`config.mk`:
```
export PLATFORM = sky130hd
export DESIGN_NAME = alu_issue
export DESIGN_NICKNAME = d
export VERILOG_FILES = /design/src/rtl/alu_pkg.sv /design/src/rtl/alu_decode.sv /design/src/rtl/alu_issue.sv
export SDC_FILE = /design/constraint.sdc
export NUM_CORES = 1
export LEC_CHECK = 0
export ABC_AREA = 1
export CAP_MARGIN = 30
export CELL_PAD_IN_SITES_DETAIL_PLACEMENT = 1
export CELL_PAD_IN_SITES_GLOBAL_PLACEMENT = 1
export CORE_AREA = 2 2 132 147
export CTS_CLUSTER_DIAMETER = 30
export DETAILED_ROUTE_END_ITERATION = 16
export DIE_AREA = 0 0 134 149
export PLACE_DENSITY = 0.74
export SETUP_SLACK_MARGIN = 0.3
export SLEW_MARGIN = 20
export SYNTH_ARGS = -nofsm -noshare
export SYNTH_HDL_FRONTEND = slang
export SYNTH_HIERARCHICAL = 1
export SYNTH_SLANG_ARGS = --single-unit
```
`constraint.sdc`:
```
create_clock -name clk -period 1.6 [get_ports clk]
set_input_delay 0.16 -clock clk [delete_from_list [all_inputs] [get_ports clk]]
set_output_delay 0.16 -clock clk [all_outputs]
set_load 0.005 [all_outputs]
```
`src/rtl/alu_pkg.sv`:
```
`default_nettype none
// ============================================================================
//  Module      : alu_pkg
//  Description : Shared constants for the ALU issue stage.
//                - 4-bit ALU operation codes
//                - instruction opcode / funct field values
//                - issue-stage state encoding
//                - immediate extension helper
//  Revision    : 1.0 - initial release
// ============================================================================
package alu_pkg;

    // ALU operation codes driven on alu_op
    localparam logic [3:0] ALU_AND     = 4'b0000;
    localparam logic [3:0] ALU_OR      = 4'b0001;
    localparam logic [3:0] ALU_ADD     = 4'b0010;
    localparam logic [3:0] ALU_SUB     = 4'b0110;
    localparam logic [3:0] ALU_SLT     = 4'b0111;
    localparam logic [3:0] ALU_NOR     = 4'b1100;
    localparam logic [3:0] ALU_ILLEGAL = 4'b1111;

    // Opcode field instr[31:26]
    localparam logic [5:0] OP_RTYPE = 6'b000000;
    localparam logic [5:0] OP_BEQ   = 6'b000100;
    localparam logic [5:0] OP_ADDI  = 6'b001000;
    localparam logic [5:0] OP_SLTI  = 6'b001010;
    localparam logic [5:0] OP_ANDI  = 6'b001100;
    localparam logic [5:0] OP_ORI   = 6'b001101;
    localparam logic [5:0] OP_LW    = 6'b100011;
    localparam logic [5:0] OP_SW    = 6'b101011;

    // Funct field instr[5:0] for R-type
    localparam logic [5:0] FN_ADD = 6'b100000;
    localparam logic [5:0] FN_SUB = 6'b100010;
    localparam logic [5:0] FN_AND = 6'b100100;
    localparam logic [5:0] FN_OR  = 6'b100101;
    localparam logic [5:0] FN_NOR = 6'b100111;
    localparam logic [5:0] FN_SLT = 6'b101010;

    // Issue-stage states; IDLE is all-zero so reset lands there directly
    typedef logic [1:0] state_t;
    localparam state_t ST_IDLE = 2'd0;
    localparam state_t ST_EXEC = 2'd1;
    localparam state_t ST_DONE = 2'd2;

    // 16-bit immediate to 32 bits, sign- or zero-extended
    function automatic logic [31:0] ext_imm(input logic [15:0] imm, input logic sext);
        return sext ? {{16{imm[15]}}, imm} : {16'h0000, imm};
    endfunction

endpackage : alu_pkg
`default_nettype wire

```
`src/rtl/alu_decode.sv`:
```
`default_nettype none
// ============================================================================
//  Module      : alu_decode
//  Description : Combinational instruction decoder for the ALU issue stage.
//  Ports       : instr_i      - 32-bit instruction word
//                alu_op_o     - 4-bit ALU operation
//                imm_sel_o    - 1: operand B is the immediate, 0: rt_data
//                sext_o       - 1: sign-extend immediate, 0: zero-extend
//                is_branch_o  - instruction is beq
//                illegal_o    - opcode/funct not recognised
//  Revision    : 1.0 - initial release
// ============================================================================
module alu_decode
    import alu_pkg::*;
(
    input  logic [31:0] instr_i,
    output logic [3:0]  alu_op_o,
    output logic        imm_sel_o,
    output logic        sext_o,
    output logic        is_branch_o,
    output logic        illegal_o
);

    logic [5:0] w_opcode;
    logic [5:0] w_funct;
    logic       w_unused_fields;

    assign w_opcode        = instr_i[31:26];
    assign w_funct         = instr_i[5:0];
    // Register specifiers and immediate are consumed by the issue stage
    assign w_unused_fields = ^instr_i[25:6];

    // Everything defaults to illegal; each recognised encoding clears it
    always_comb begin
        alu_op_o    = ALU_ILLEGAL;
        imm_sel_o   = 1'b0;
        sext_o      = 1'b0;
        is_branch_o = 1'b0;
        illegal_o   = 1'b1;
        case (w_opcode)
            OP_RTYPE: begin
                illegal_o = 1'b0;
                case (w_funct)
                    FN_AND:  alu_op_o = ALU_AND;
                    FN_OR:   alu_op_o = ALU_OR;
                    FN_ADD:  alu_op_o = ALU_ADD;
                    FN_SUB:  alu_op_o = ALU_SUB;
                    FN_SLT:  alu_op_o = ALU_SLT;
                    FN_NOR:  alu_op_o = ALU_NOR;
                    default: illegal_o = 1'b1;
                endcase
            end
            OP_LW, OP_SW, OP_ADDI: begin
                alu_op_o  = ALU_ADD;
                imm_sel_o = 1'b1;
                sext_o    = 1'b1;
                illegal_o = 1'b0;
            end
            OP_SLTI: begin
                alu_op_o  = ALU_SLT;
                imm_sel_o = 1'b1;
                sext_o    = 1'b1;
                illegal_o = 1'b0;
            end
            OP_ANDI: begin
                alu_op_o  = ALU_AND;
                imm_sel_o = 1'b1;
                illegal_o = 1'b0;
            end
            OP_ORI: begin
                alu_op_o  = ALU_OR;
                imm_sel_o = 1'b1;
                illegal_o = 1'b0;
            end
            OP_BEQ: begin
                alu_op_o    = ALU_SUB;
                is_branch_o = 1'b1;
                illegal_o   = 1'b0;
            end
            default: ;
        endcase
    end

endmodule : alu_decode
`default_nettype wire

```
`src/rtl/alu_issue.sv`:
```
`default_nettype none
// ============================================================================
//  Module      : alu_issue
//  Description : Single-entry ALU issue stage. Accepts one instruction,
//                drives a registered operation to an external combinational
//                ALU, captures its result and offers it on a valid/ready
//                output handshake. Counts retired instructions.
//  Ports       : clk, rst_n             - clock, async active-low reset
//                in_valid/in_ready      - instruction accept handshake
//                instr, rs_data, rt_data- instruction and operands
//                alu_op/alu_a/alu_b     - registered ALU drive
//                alu_result/alu_zero    - combinational ALU return
//                out_valid/out_ready    - result handshake
//                out_result, out_zero, out_branch, out_illegal - result
//                retired                - wrapping retired-instruction count
//  Revision    : 1.0 - initial release
// ============================================================================
module alu_issue
    import alu_pkg::*;
#(
    parameter int CNT_W = 16
) (
    input  logic                clk,
    input  logic                rst_n,
    input  logic                in_valid,
    output logic                in_ready,
    input  logic [31:0]         instr,
    input  logic signed [31:0]  rs_data,
    input  logic signed [31:0]  rt_data,
    output logic [3:0]          alu_op,
    output logic [31:0]         alu_a,
    output logic [31:0]         alu_b,
    input  logic [31:0]         alu_result,
    input  logic                alu_zero,
    output logic                out_valid,
    input  logic                out_ready,
    output logic [31:0]         out_result,
    output logic                out_zero,
    output logic                out_branch,
    output logic                out_illegal,
    output logic [CNT_W-1:0]    retired
);

    state_t            state_q, state_d;
    logic [3:0]        alu_op_q;
    logic [31:0]       alu_a_q, alu_b_q;
    logic              branch_q, illegal_q;
    logic [31:0]       out_result_q;
    logic              out_zero_q, out_branch_q, out_illegal_q;
    logic [CNT_W-1:0]  retired_q;

    logic [3:0]        w_dec_op;
    logic              w_imm_sel, w_sext, w_is_branch, w_illegal;
    logic [31:0]       w_a_dec, w_b_dec;
    logic              w_accept, w_capture, w_retire;

    alu_decode u_decode (
        .instr_i     (instr),
        .alu_op_o    (w_dec_op),
        .imm_sel_o   (w_imm_sel),
        .sext_o      (w_sext),
        .is_branch_o (w_is_branch),
        .illegal_o   (w_illegal)
    );

    // Illegal instructions present zero operands so the ALU sees no stale data
    assign w_a_dec = w_illegal ? 32'h0 : rs_data;
    assign w_b_dec = w_illegal ? 32'h0 :
                     (w_imm_sel ? ext_imm(instr[15:0], w_sext) : rt_data);

    assign w_accept  = (state_q == ST_IDLE) && in_valid;
    assign w_capture = (state_q == ST_EXEC);
    assign w_retire  = (state_q == ST_DONE) && out_ready;

    always_comb begin
        state_d = state_q;
        case (state_q)
            ST_IDLE: if (in_valid)  state_d = ST_EXEC;
            ST_EXEC:                state_d = ST_DONE;
            ST_DONE: if (out_ready) state_d = ST_IDLE;
            default:                state_d = ST_IDLE;
        endcase
    end

    always_ff @(posedge clk or negedge rst_n) begin
        if (!rst_n) begin
            state_q       <= ST_IDLE;
            alu_op_q      <= 4'h0;
            alu_a_q       <= 32'h0;
            alu_b_q       <= 32'h0;
            branch_q      <= 1'b0;
            illegal_q     <= 1'b0;
            out_result_q  <= 32'h0;
            out_zero_q    <= 1'b0;
            out_branch_q  <= 1'b0;
            out_illegal_q <= 1'b0;
            retired_q     <= '0;
        end else begin
            state_q <= state_d;
            if (w_accept) begin
                alu_op_q  <= w_dec_op;
                alu_a_q   <= w_a_dec;
                alu_b_q   <= w_b_dec;
                branch_q  <= w_is_branch;
                illegal_q <= w_illegal;
            end
            if (w_capture) begin
                out_result_q  <= alu_result;
                out_zero_q    <= alu_zero;
                out_branch_q  <= branch_q & alu_zero;
                out_illegal_q <= illegal_q;
            end
            // Natural wrap from all-ones to zero
            if (w_retire) begin
                retired_q <= retired_q + CNT_W'(1);
            end
        end
    end

    assign in_ready    = (state_q == ST_IDLE);
    assign out_valid   = (state_q == ST_DONE);
    assign alu_op      = alu_op_q;
    assign alu_a       = alu_a_q;
    assign alu_b       = alu_b_q;
    assign out_result  = out_result_q;
    assign out_zero    = out_zero_q;
    assign out_branch  = out_branch_q;
    assign out_illegal = out_illegal_q;
    assign retired     = retired_q;

endmodule : alu_issue
`default_nettype wire

```
== Word level (Yosys, flattened, before mapping) ==
Cells that the tools add are included.

* Add/sub/neg operators: 1
* Equal/unequal tests: 17
* Mux-type cells: 14
* Bitwise logic cells: 1
* Reduce and logical (&&, ||, !) cells: 10

{| class="wikitable"
|+ Operators by type and width
! operator !! number
|-
| $mux 32 || 4
|-
| $eq 6x6->1 const B || 8
|-
| $pmux 4 s6 || 2
|-
| $eq 6x4->1 const B || 4
|-
| $add 16x1->16 const B || 1
|-
| $reduce_or 6->1 || 2
|-
| $reduce_or 7->1 || 1
|-
| $eq 6x3->1 const B || 1
|-
| $logic_not 6->1 || 1
|-
| $pmux 2 s3 || 1
|-
| $mux 1 || 4
|-
| $mux 2 || 2
|-
| $reduce_or 4->1 || 1
|-
| $reduce_or 3->1 || 1
|-
| $eq 2x1->1 const B || 1
|-
| $eq 2x2->1 const B || 1
|-
| $logic_and 1x1->1 || 2
|-
| $logic_not 2->1 || 1
|-
| $ne 2x1->1 const B || 1
|-
| $ne 2x2->1 const B || 1
|-
| $pmux 1 s2 || 1
|-
| $reduce_and 2->1 || 1
|-
| $and 1x1->1 || 1
|}

* Flip-flop bits (word level): 123
* Input bits: 133
* Output and inout bits: 121
* Logic and storage cells: 54

== Depth between registers and ports, before layout ==
Gate-level depths: netlist of run 1.

* Depth in word-level cells: 6
* Depth in mapped cells: 11

== Modules after synthesis ==
Netlist of run 1, hierarchy kept.

{| class="wikitable"
|+ By module, submodules not included
! module !! times used !! cells each !! area each (um2) !! seq. area each (um2)
|-
| alu_issue || 1 || 496 || 4954.8 || 3078.0
|-
| alu_decode || 1 || 67 || 309.0 || 0.0
|}

== Least setup slack after synthesis of run 1 ==
No wires, ideal clock.

* Path type: input-to-reg
* Start: in instr[31]
* End: reg alu_b_q[12] (netlist: alu_b[12])
* Setup time: 0.123 ns
* Arrival: 1.344 ns
* Slack: 0.133 ns
* Cell stages on the path: 9
* Cells stage by stage: nor2_4 nand3_1 nand2_1 inv_1 nand3_1 buf_2 clkbuf_1 mux2i_1 o21ai_1

* Cells in the longest elaborated chain, start to end: 5

{| class="wikitable"
|+ RTL lines
! element !! line !! source
|-
| start, declared || alu_issue.sv:27 || <nowiki>input logic [31:0] instr,</nowiki>
|-
| $eq 6x6->1 / $eq 6x4->1 (equally long branches) || alu_decode.sv:40 || <nowiki>case (w_opcode)</nowiki>
|-
| $reduce_or 6->1 (no line) (*) || - ||
|-
| $mux 1 (*) || alu_decode.sv:40 ||
|-
| via w_imm_sel || alu_issue.sv:53 || <nowiki>logic w_imm_sel, w_sext, w_is_branch, w_illegal;</nowiki>
|-
| $mux 32 (*) || alu_issue.sv:69 || <nowiki>(w_imm_sel ? ext_imm(instr[15:0], w_sext) : rt_data);</nowiki>
|-
| $mux 32 (*) || alu_issue.sv:68 || <nowiki>assign w_b_dec = w_illegal ? 32'h0 :</nowiki>
|-
| end signal, assigned || alu_issue.sv:103 || <nowiki>alu_b_q <= w_b_dec;</nowiki>
|-
| end, declared || alu_issue.sv:46 || <nowiki>logic [31:0] alu_a_q, alu_b_q;</nowiki>
|}

The timed path passes the listed nets; every way through them passes the cells marked *.
A chain may end at the register's enable or synchronous reset.

== Worst setup path in the final report of run 1 ==
* Start: reg state_q[0]
* End: reg retired_q[11] (netlist: retired[11])

* Cells in the longest elaborated chain, start to end: 2

{| class="wikitable"
|+ RTL lines
! element !! line !! source
|-
| start, declared || alu_issue.sv:44 || <nowiki>state_t state_q, state_d;</nowiki>
|-
| start signal, assigned || alu_issue.sv:99 || <nowiki>state_q <= state_d;</nowiki>
|-
| $eq 2x2->1 || alu_issue.sv:73 || <nowiki>assign w_retire = (state_q == ST_DONE) && out_ready;</nowiki>
|-
| $logic_and 1x1->1 || alu_issue.sv:73 ||
|-
| end signal, assigned || alu_issue.sv:115 || <nowiki>retired_q <= retired_q + CNT_W'(1);</nowiki>
|-
| end, declared || alu_issue.sv:50 || <nowiki>logic [CNT_W-1:0] retired_q;</nowiki>
|}

Every way passes these cells.

==> impl_results.md, run 1 <==
* Status: finished, final reports clean
* Post-Syn Instances at 563
* Htree depth at 4
* Power density over the cells at 1359 nW/µm²
* CTS Root Cell: clkbuf_16
* Wirelength per Cell at 17.16 µm
* Worst-Margin Slew at 0.5094 ns
* Share of cells above drive strength 1 at 0.2102
* Cells along the critical path: buf_6 -> clkinvlp_4 -> nand3_4 -> nor2_4 -> buf_6 -> nand3_2 -> nor2_2 -> a21oi_2
* Multi-input logic area at 2211 µm²
* Die width at 134 µm
* Final net count at 1009
* Yosys reg bits at 123
* Area delta synth->final at 81.06%
* Layout Skew at 0.01013 ns
* Yosys top cell by area: dfrtp_1
* Min Tclk post-route at 1.479 ns
* Mapped Area at 5264 µm²
* Crit-path most repeated cell: buf_6
* DP Wirelength at 12.73 mm
* Die Y at 149 µm
* GR met2 Demand/Resource at 0.3456
* CP startpoint kind: flip-flop
* Post-synthesis sequential area ratio at 0.5847
* Core region area at 18630 µm²
* CP max FO at 5
* Hold WC Path Type: input port to flip-flop
* DR DRC count at 0
* Pre-CTS setup slack at -0.4538 ns
* Final Slew Violations at 0
* Tot GR Track Use at 0.1909
* Post-Syn Area per Cell at 9.350 µm²
* Top post-synthesis cells by area: dfrtp_1 58%, nand2_1 14%, a22o_1 5.3%
* F_max at 676.0 MHz
* Largest net degree at the start of global routing at 45
* # IOs at 254
* 1st-iter DRT viols at 103
* Crit Path Class: flip-flop to flip-flop
* RSZ-0062 raised after global routing: yes
* Distinct cells, synth at 29
* Routed WL at 19.42 mm
* ANT nets after route at 0
* Final setup margin at 0.1207 ns
* DR pass1 iterations at 4
* Port Buf Inserts at 243
* WP data required at 1.89 ns
* Full die area at 19970 µm²
* Final GP Congestion at 0.8053
* Finished Layout Cells at 1132
* Slew headroom at 0.6604
* Worst hold slack at 0.1414 ns
* Filler Cells Inserted at 2071
* Syn Nets at 697
* FP Rows at 53
* Worst Path Arrival at 1.77 ns
* Reg area at 3083 µm²
* Met3 Usage GRT at 0.05267
* Max-cap violations at 0
* Post-layout util at 0.5114
* Worst-path clk slew at 0.06 ns
* Synth warnings at 6
* Initial core utilization at 0.2825
* Total CTS buffers at 17
* CP endpoint kind: flip-flop
* CTS Sinks at 123
* Initial antenna violation count at 0
* Largest stage delay, worst path at 0.40 ns
* Placed Instances at 1062
* Peak VDD IR at 0.8768 mV
* Setup violators final at 0
* Setup TNS at 0 ns
* Final hold viol count at 0
* Leakage at 4.871 nW
* CTS max path bufs at 2
* Vias/cell at 4.513
* Vias in the first global route at 5534
* Routing usage on met1 at 0.2171
* CTS tree: yes
* Worst-Skew Late Latency at 0.42 ns
* GRT overflow at 0
* ANT cells at 0
* Synth top area share at 0.5847
* Part of the cycle the worst path needs at 0.9246
* Critical path's slowest cell: dfrtp_1
* First-pass GRT wire length at 29.50 mm
* Vias at 5109
* Most used routing layer: met2
==> cell families after synthesis <==
kind of cell	after synthesis	share of synthesized area
xor gates and xnor gates	10	0.01664
DFF	123	0.5847
muxes	16	0.03042
buffers and inverters	62	0.04944
AOI/OAI and AO/OA	75	0.09556
adders and majority gates	1	0.002377
and+or+nand+nor	276	0.2208
==> timing repair <==
action | CTS | global route
endpoints found under the setup margin | 230 | 128
gates resized for setup | 193 | 77
endpoints found under the hold margin | 28 | 0
buffers inserted | 25 | 6
hold buffers | 1 | 0
gates cloned | 5 | 4
pin swaps | 8 | 18
==> cell usage after synthesis, drive strengths merged <==
| master | instances |
|---|---|
| a21oi | 5 |
| a22o | 32 |
| buf | 18 |
| clkbuf | 4 |
| dfrtp | 123 |
| ha | 1 |
| inv | 40 |
| mux2i | 16 |
| nand2 | 195 |
| nand3 | 22 |
| nand4 | 5 |
| nor2 | 49 |
| nor3 | 4 |
| o2111ai | 1 |
| o21ai | 37 |
| or2 | 1 |
| xnor2 | 3 |
| xor2 | 7 |
==> metrics by stage <==
stage	power, mW	cell area, µm²
floorplan	5.812	5273
global route	13.73	9530
detailed placement	8.420	8208
CTS	12.65	9186
finish	12.95	9530
global placement	8.312	8208
==> registers in the layout, indices dropped and copies added, names as in the netlist <==
register and count:
state_q 2, out_result 32, retired 16, branch_q 1
out_zero 1, out_illegal 1, illegal_q 1, alu_op 4
out_branch 1, alu_a 32, alu_b 32
==> power breakdown <==
part	switching, mW	internal, mW
Clock	1.36	2.63
Combinational	2.19	2.40
Sequential	0.441	3.93
==> critical path: cells and delay by family (launching register included) <==
kind,cells,cell delay (ns)
AND/OR/NAND/NOR,4,0.54
flip-flops,1,0.40
buffers and inverters,3,0.36
AO/OA/AOI/OAI,1,0.05
==> layout make-up <==
cell class              count  area share
repair inverters            3    0.003807
repair buffers            311      0.3266
clock inverters             6     0.01168
well taps                 247     0.03243
multi-input cells         379      0.2320
inverters                  40     0.01772
flip-flops and latches    123      0.3235
clock buffers              23     0.05225
==> layer usage <==
layer | up-vias | part of all wire
li1 | 2445 | -
met1 | 2493 | 0.40
met2 | 153 | 0.53
met3 | 18 | 0.056
met4 | 0 | 0.014
met5 | - | 0
==> layout by cell type (no fill, tap or decap), types with 4 or more instances in the layout <==
master	n
nor2_2	12
a22o_1	32
nor2_1	30
clkdlybuf4s50_1	113
clkbuf_16	19
clkbuf_8	5
buf_4	37
nand2_2	20
buf_6	10
o21ai_2	18
dfrtp_1	119
buf_12	14
o21ai_1	18
mux2i_1	15
nand4_1	5
dlygate4sd2_1	123
dfrtp_2	4
nand3_2	6
nor2_4	6
nand2_1	172
nand3_1	14
inv_1	37
xor2_1	5
==> path summary, 6_finish.rpt <==
| kind | end | cells after the start | from | slack, ns |
|---|---|---|---|---|
| max in group asynchronous | retired[7]$_DFFE_PN0P_ | 3 | rst_n | 0.75 |
| setup / recovery | retired[11]$_DFFE_PN0P_ | 8 | state_q[0]$_DFFE_PN0P_ | 0.12 |
| setup reg to reg | retired[11]$_DFFE_PN0P_ | 8 | state_q[0]$_DFFE_PN0P_ | 0.12 |
| hold reg to reg | out_result[0]$_DFFE_PN0N_ | 2 | out_result[0]$_DFFE_PN0N_ | 0.46 |
| min in group asynchronous | out_result[19]$_DFFE_PN0N_ | 2 | rst_n | 0.27 |
| hold / removal | alu_b[3]$_DFFE_PN0P_ | 3 | instr[3] | 0.14 |
No activity file was read; power rests on OpenSTA's default activity.
==> run 2, diff against run 1 <==
Settings changed: SLEW_MARGIN 20 to default.
==> results of run 2 <==
Same layout as run 1: the final DEF is identical, and so are final timing and power.
==> run 3, diff against run 2 <==
--- a/config.mk
+++ b/config.mk
@@ -10,9 +10,10 @@
 export CELL_PAD_IN_SITES_DETAIL_PLACEMENT = 1
 export CELL_PAD_IN_SITES_GLOBAL_PLACEMENT = 1
-export CORE_AREA = 2 2 132 147
+export CORE_AREA = 2 2 130 144
+export CTS_BUF_LIST = sky130_fd_sc_hd__clkbuf_2
 export CTS_CLUSTER_DIAMETER = 30
 export DETAILED_ROUTE_END_ITERATION = 16
-export DIE_AREA = 0 0 134 149
-export PLACE_DENSITY = 0.74
+export DIE_AREA = 0 0 132 146
+export PLACE_DENSITY = 0.77
 export SETUP_SLACK_MARGIN = 0.3
 export SYNTH_ARGS = -nofsm -noshare
==> constraint.sdc (replaced) <==
create_clock -name clk -period 1.6 [get_ports clk]
set_input_delay 0.16 -clock clk [delete_from_list [all_inputs] [get_ports clk]]
set_output_delay 0.16 -clock clk [all_outputs]
set_load 0.1 [all_outputs]
==> impl_results.md, run 3 (synthesis gave the netlist of run 1 again) <==
* DR DRC count at 0 (unchanged)
* Tot GR Track Use at 0.2823 (+0.09143)
* Initial antenna violation count at 2 (+2)
* F_max at 551.3 MHz (-18%)
* Vias/cell at 5.151 (+14%)
* 1st-iter DRT viols at 452 (+340%)
* Final GP Congestion at 0.9032 (+12%)
* RSZ-0062 raised after global routing: yes
* Layout Skew at 0.06768 ns (+0.05755 ns)
* Worst-path clk slew at 0.26 ns (+0.20 ns)
* Final Slew Violations at 0 (unchanged)
* Routed WL at 34.00 mm (+75%)
* CP max FO at 3 (-2)
* Power density over the cells at 1834 nW/µm² (+35%)
* Wirelength per Cell at 27.03 µm (+58%)
* Critical Path Source: retired[5]$_DFFE_PN0P_
* Initial core utilization at 0.2978 (+0.01532)
* Total CTS buffers at 17 (unchanged)
* Max-cap violations at 0 (unchanged)
* Setup violators final at 94 (+94)
* Htree depth at 4 (unchanged)
* Worst flop-to-flop path endpoint: retired[15]$_DFFE_PN0P_
* Commonest cells after routing, fill and taps aside: 153 x nand2_1, 132 x buf_12, 121 x clkdlybuf4s50_1, 101 x dfrtp_1, 93 x buf_4
* CP endpoint kind: flip-flop
* Cells along the critical path: buf_4 -> buf_4 -> nand2_4 -> nor2_2 -> nand2_2 -> nor2_1 -> nand2_1 -> nand2_1
* Share of cells above drive strength 1 at 0.4057 (+0.1955)
* Logic pwr share at 0.666 (+0.312)
* First-pass GRT wire length at 41.41 mm (+40%)
* CP startpoint kind: flip-flop
* Largest net degree at the start of global routing at 59 (+31%)
* Die Y at 146 µm (-2.0%)
* DP Wirelength at 16.23 mm (+28%)
* Worst Path Arrival at 2.59 ns (+0.82 ns)
* Critical path's slowest cell: dfrtp_4
* Slew headroom at 0.6242 (-0.03618)
* Vias at 6480 (+27%)
* ANT nets after route at 0 (unchanged)
* Worst-Skew Late Latency at 0.82 ns (+0.40 ns)
* Power Total at 21.85 mW (+69%)
* Net switching power at 11.82 mW (+200%)
* Area delta synth->final at 126.4%
* CTS Root Cell: clkbuf_2
* Worst setup path endpoint: retired[15]$_DFFE_PN0P_
* Vias in the first global route at 6829 (+23%)
* FP Rows at 51 (-3.8%)
* Sw Share at 0.5409 (+0.2323)
* Hold WC Path Type: input port to flip-flop
* Part of the cycle the worst path needs at 1.134 (+0.2092)
* CTS tree: yes
* Final hold viol count at 1 (+1)
* R2R Setup Slk at -0.21 ns (-0.33 ns)
* Largest stage delay, worst path at 0.50 ns (+0.10 ns)
* Crit Path Class: flip-flop to flip-flop
* Core region area at 17680 µm² (-5.1%)
* Peak VDD IR at 1.154 mV (+32%)
* Clk network pwr share at 0.100 (-0.208)
* WP data required at 2.38 ns (+0.49 ns)
* Depth of the most critical reg-to-reg path at 8 (unchanged)
* Sequential share of power at 0.234 (-0.103)
* Failing checks: negative hold slack, negative setup slack
* Post-layout util at 0.6742 (+0.1627)
* Leakage at 5.542 nW (+14%)
* DR pass1 iterations at 4 (unchanged)
* Die width at 132 µm (-1.5%)
* Full die area at 19270 µm² (-3.5%)
* Port Buf Inserts at 243 (unchanged)
* Worst-Margin Slew at 0.5636 ns (+0.05426 ns)
* Min Tclk post-route at 1.814 ns (+0.3347 ns)
* # IOs at 254 (unchanged)
* Internal power at 10.03 mW (+12%)
* Most common cell after layout, fill and taps aside: nand2_1
* GRT overflow at 0 (unchanged)
* Worst hold slack at -0.01534 ns (-0.1567 ns)
* Final setup margin at -0.2140 ns (-0.3347 ns)
* CTS max path bufs at 2 (unchanged)
* Final net count at 1139 (+13%)
* Worst r2r src: retired[5]$_DFFE_PN0P_
* Status: finished, violations left
* CTS Sinks at 123 (unchanged)
run 3: cell types whose count changed in the layout (fill, tap and decap cells not counted), sizes merged, moves of 3 or more:
| cell | before | now |
|---|---|---|
| buf | 67 | 242 |
| clkdlybuf4s15 | 3 | 0 |
| clkinv | 3 | 6 |
| dlygate4sd2 | 123 | 0 |
| clkinvlp | 2 | 6 |
| clkbuf | 25 | 22 |
| clkdlybuf4s50 | 113 | 121 |
| dlygate4sd3 | 1 | 76 |
run 3: how the worst min path moves through the flow:
stage | startpoint | to | slack, ns | depth (start not counted)
6_report | rt_data[7] | alu_b[7]$_DFFE_PN0P_ | -0.02 | 3
2_1_floorplan | rst_n | alu_a[0]$_DFFE_PN0P_ | -0.14 | 0
3_5_place_dp | rst_n | out_result[13]$_DFFE_PN0N_ | 0.01 | 1
4_1_cts | rt_data[16] | alu_b[16]$_DFFE_PN0P_ | 0.001 | 3
5_1_grt | rt_data[7] | alu_b[7]$_DFFE_PN0P_ | -0.04 | 3
3_3_place_gp | rst_n | out_result[17]$_DFFE_PN0N_ | 0.008 | 1
run 3: critical path: cells and delay by family (launching register included):
| kind | cells | cell delay, ns |
|---|---|---|
| flops | 1 | 0.50 |
| buf+inv | 2 | 0.26 |
| simple gates | 6 | 1.01 |
run 3: layout make-up:
class                   instances  area (µm²)
fillers                      1780        5759
repair buffers                444        5669
flip-flops and latches        123        3143
multi-input cells             379        2396
well taps                     238       297.8
inverters                      40       170.2
clock inverters                15       150.1
clock buffers                  17       85.08
diodes                          2       5.005
run 3: metrics by stage:
stage	setup slack (ns)	cells	hold slack [ns]	area [µm²]	TNS, ns
after floorplan	-0.1048	563	-0.1356	5423	-5.169
after global placement	-0.3238	1047	0.008371	9515	-19.65
after detailed placement	-0.5296	1047	0.01106	9515	-26.30
after CTS	-0.1231	1200	0.001399	11020	-1.083
after global routing	-0.2390	1257	-0.04409	11910	-13.70
final	-0.2140	1258	-0.01534	11920	-4.885
run 3: per-layer routing:
metal | wire length, µm | track usage
met3 | 2190 | 0.07315
met1 | 11690 | 0.2906
met4 | 2104 | 0.1076
met2 | 18020 | 0.5417
met5 | 0 | 0
run 3: power by group through the flow:
stage,Clock [mW],Sequential (mW),Combinational [mW]
CTS,2.06,4.90,12.7
global placement,0,5.00,11.5
floorplan,0,10.1,1.59
finish,2.19,5.11,14.5
global route,2.31,5.16,14.8
detailed placement,0,5.07,11.8
run 3: repair_timing:
action / 4_1_cts / 5_1_grt
hold buffers: 61 / 16
buffers inserted: 58 / 34
gates resized for setup: 39 / 109
setup endpoints to repair: 207 / 240
cloned: 2 / 7
hold endpoints to repair: 181 / 16
pin swaps: 8 / 24
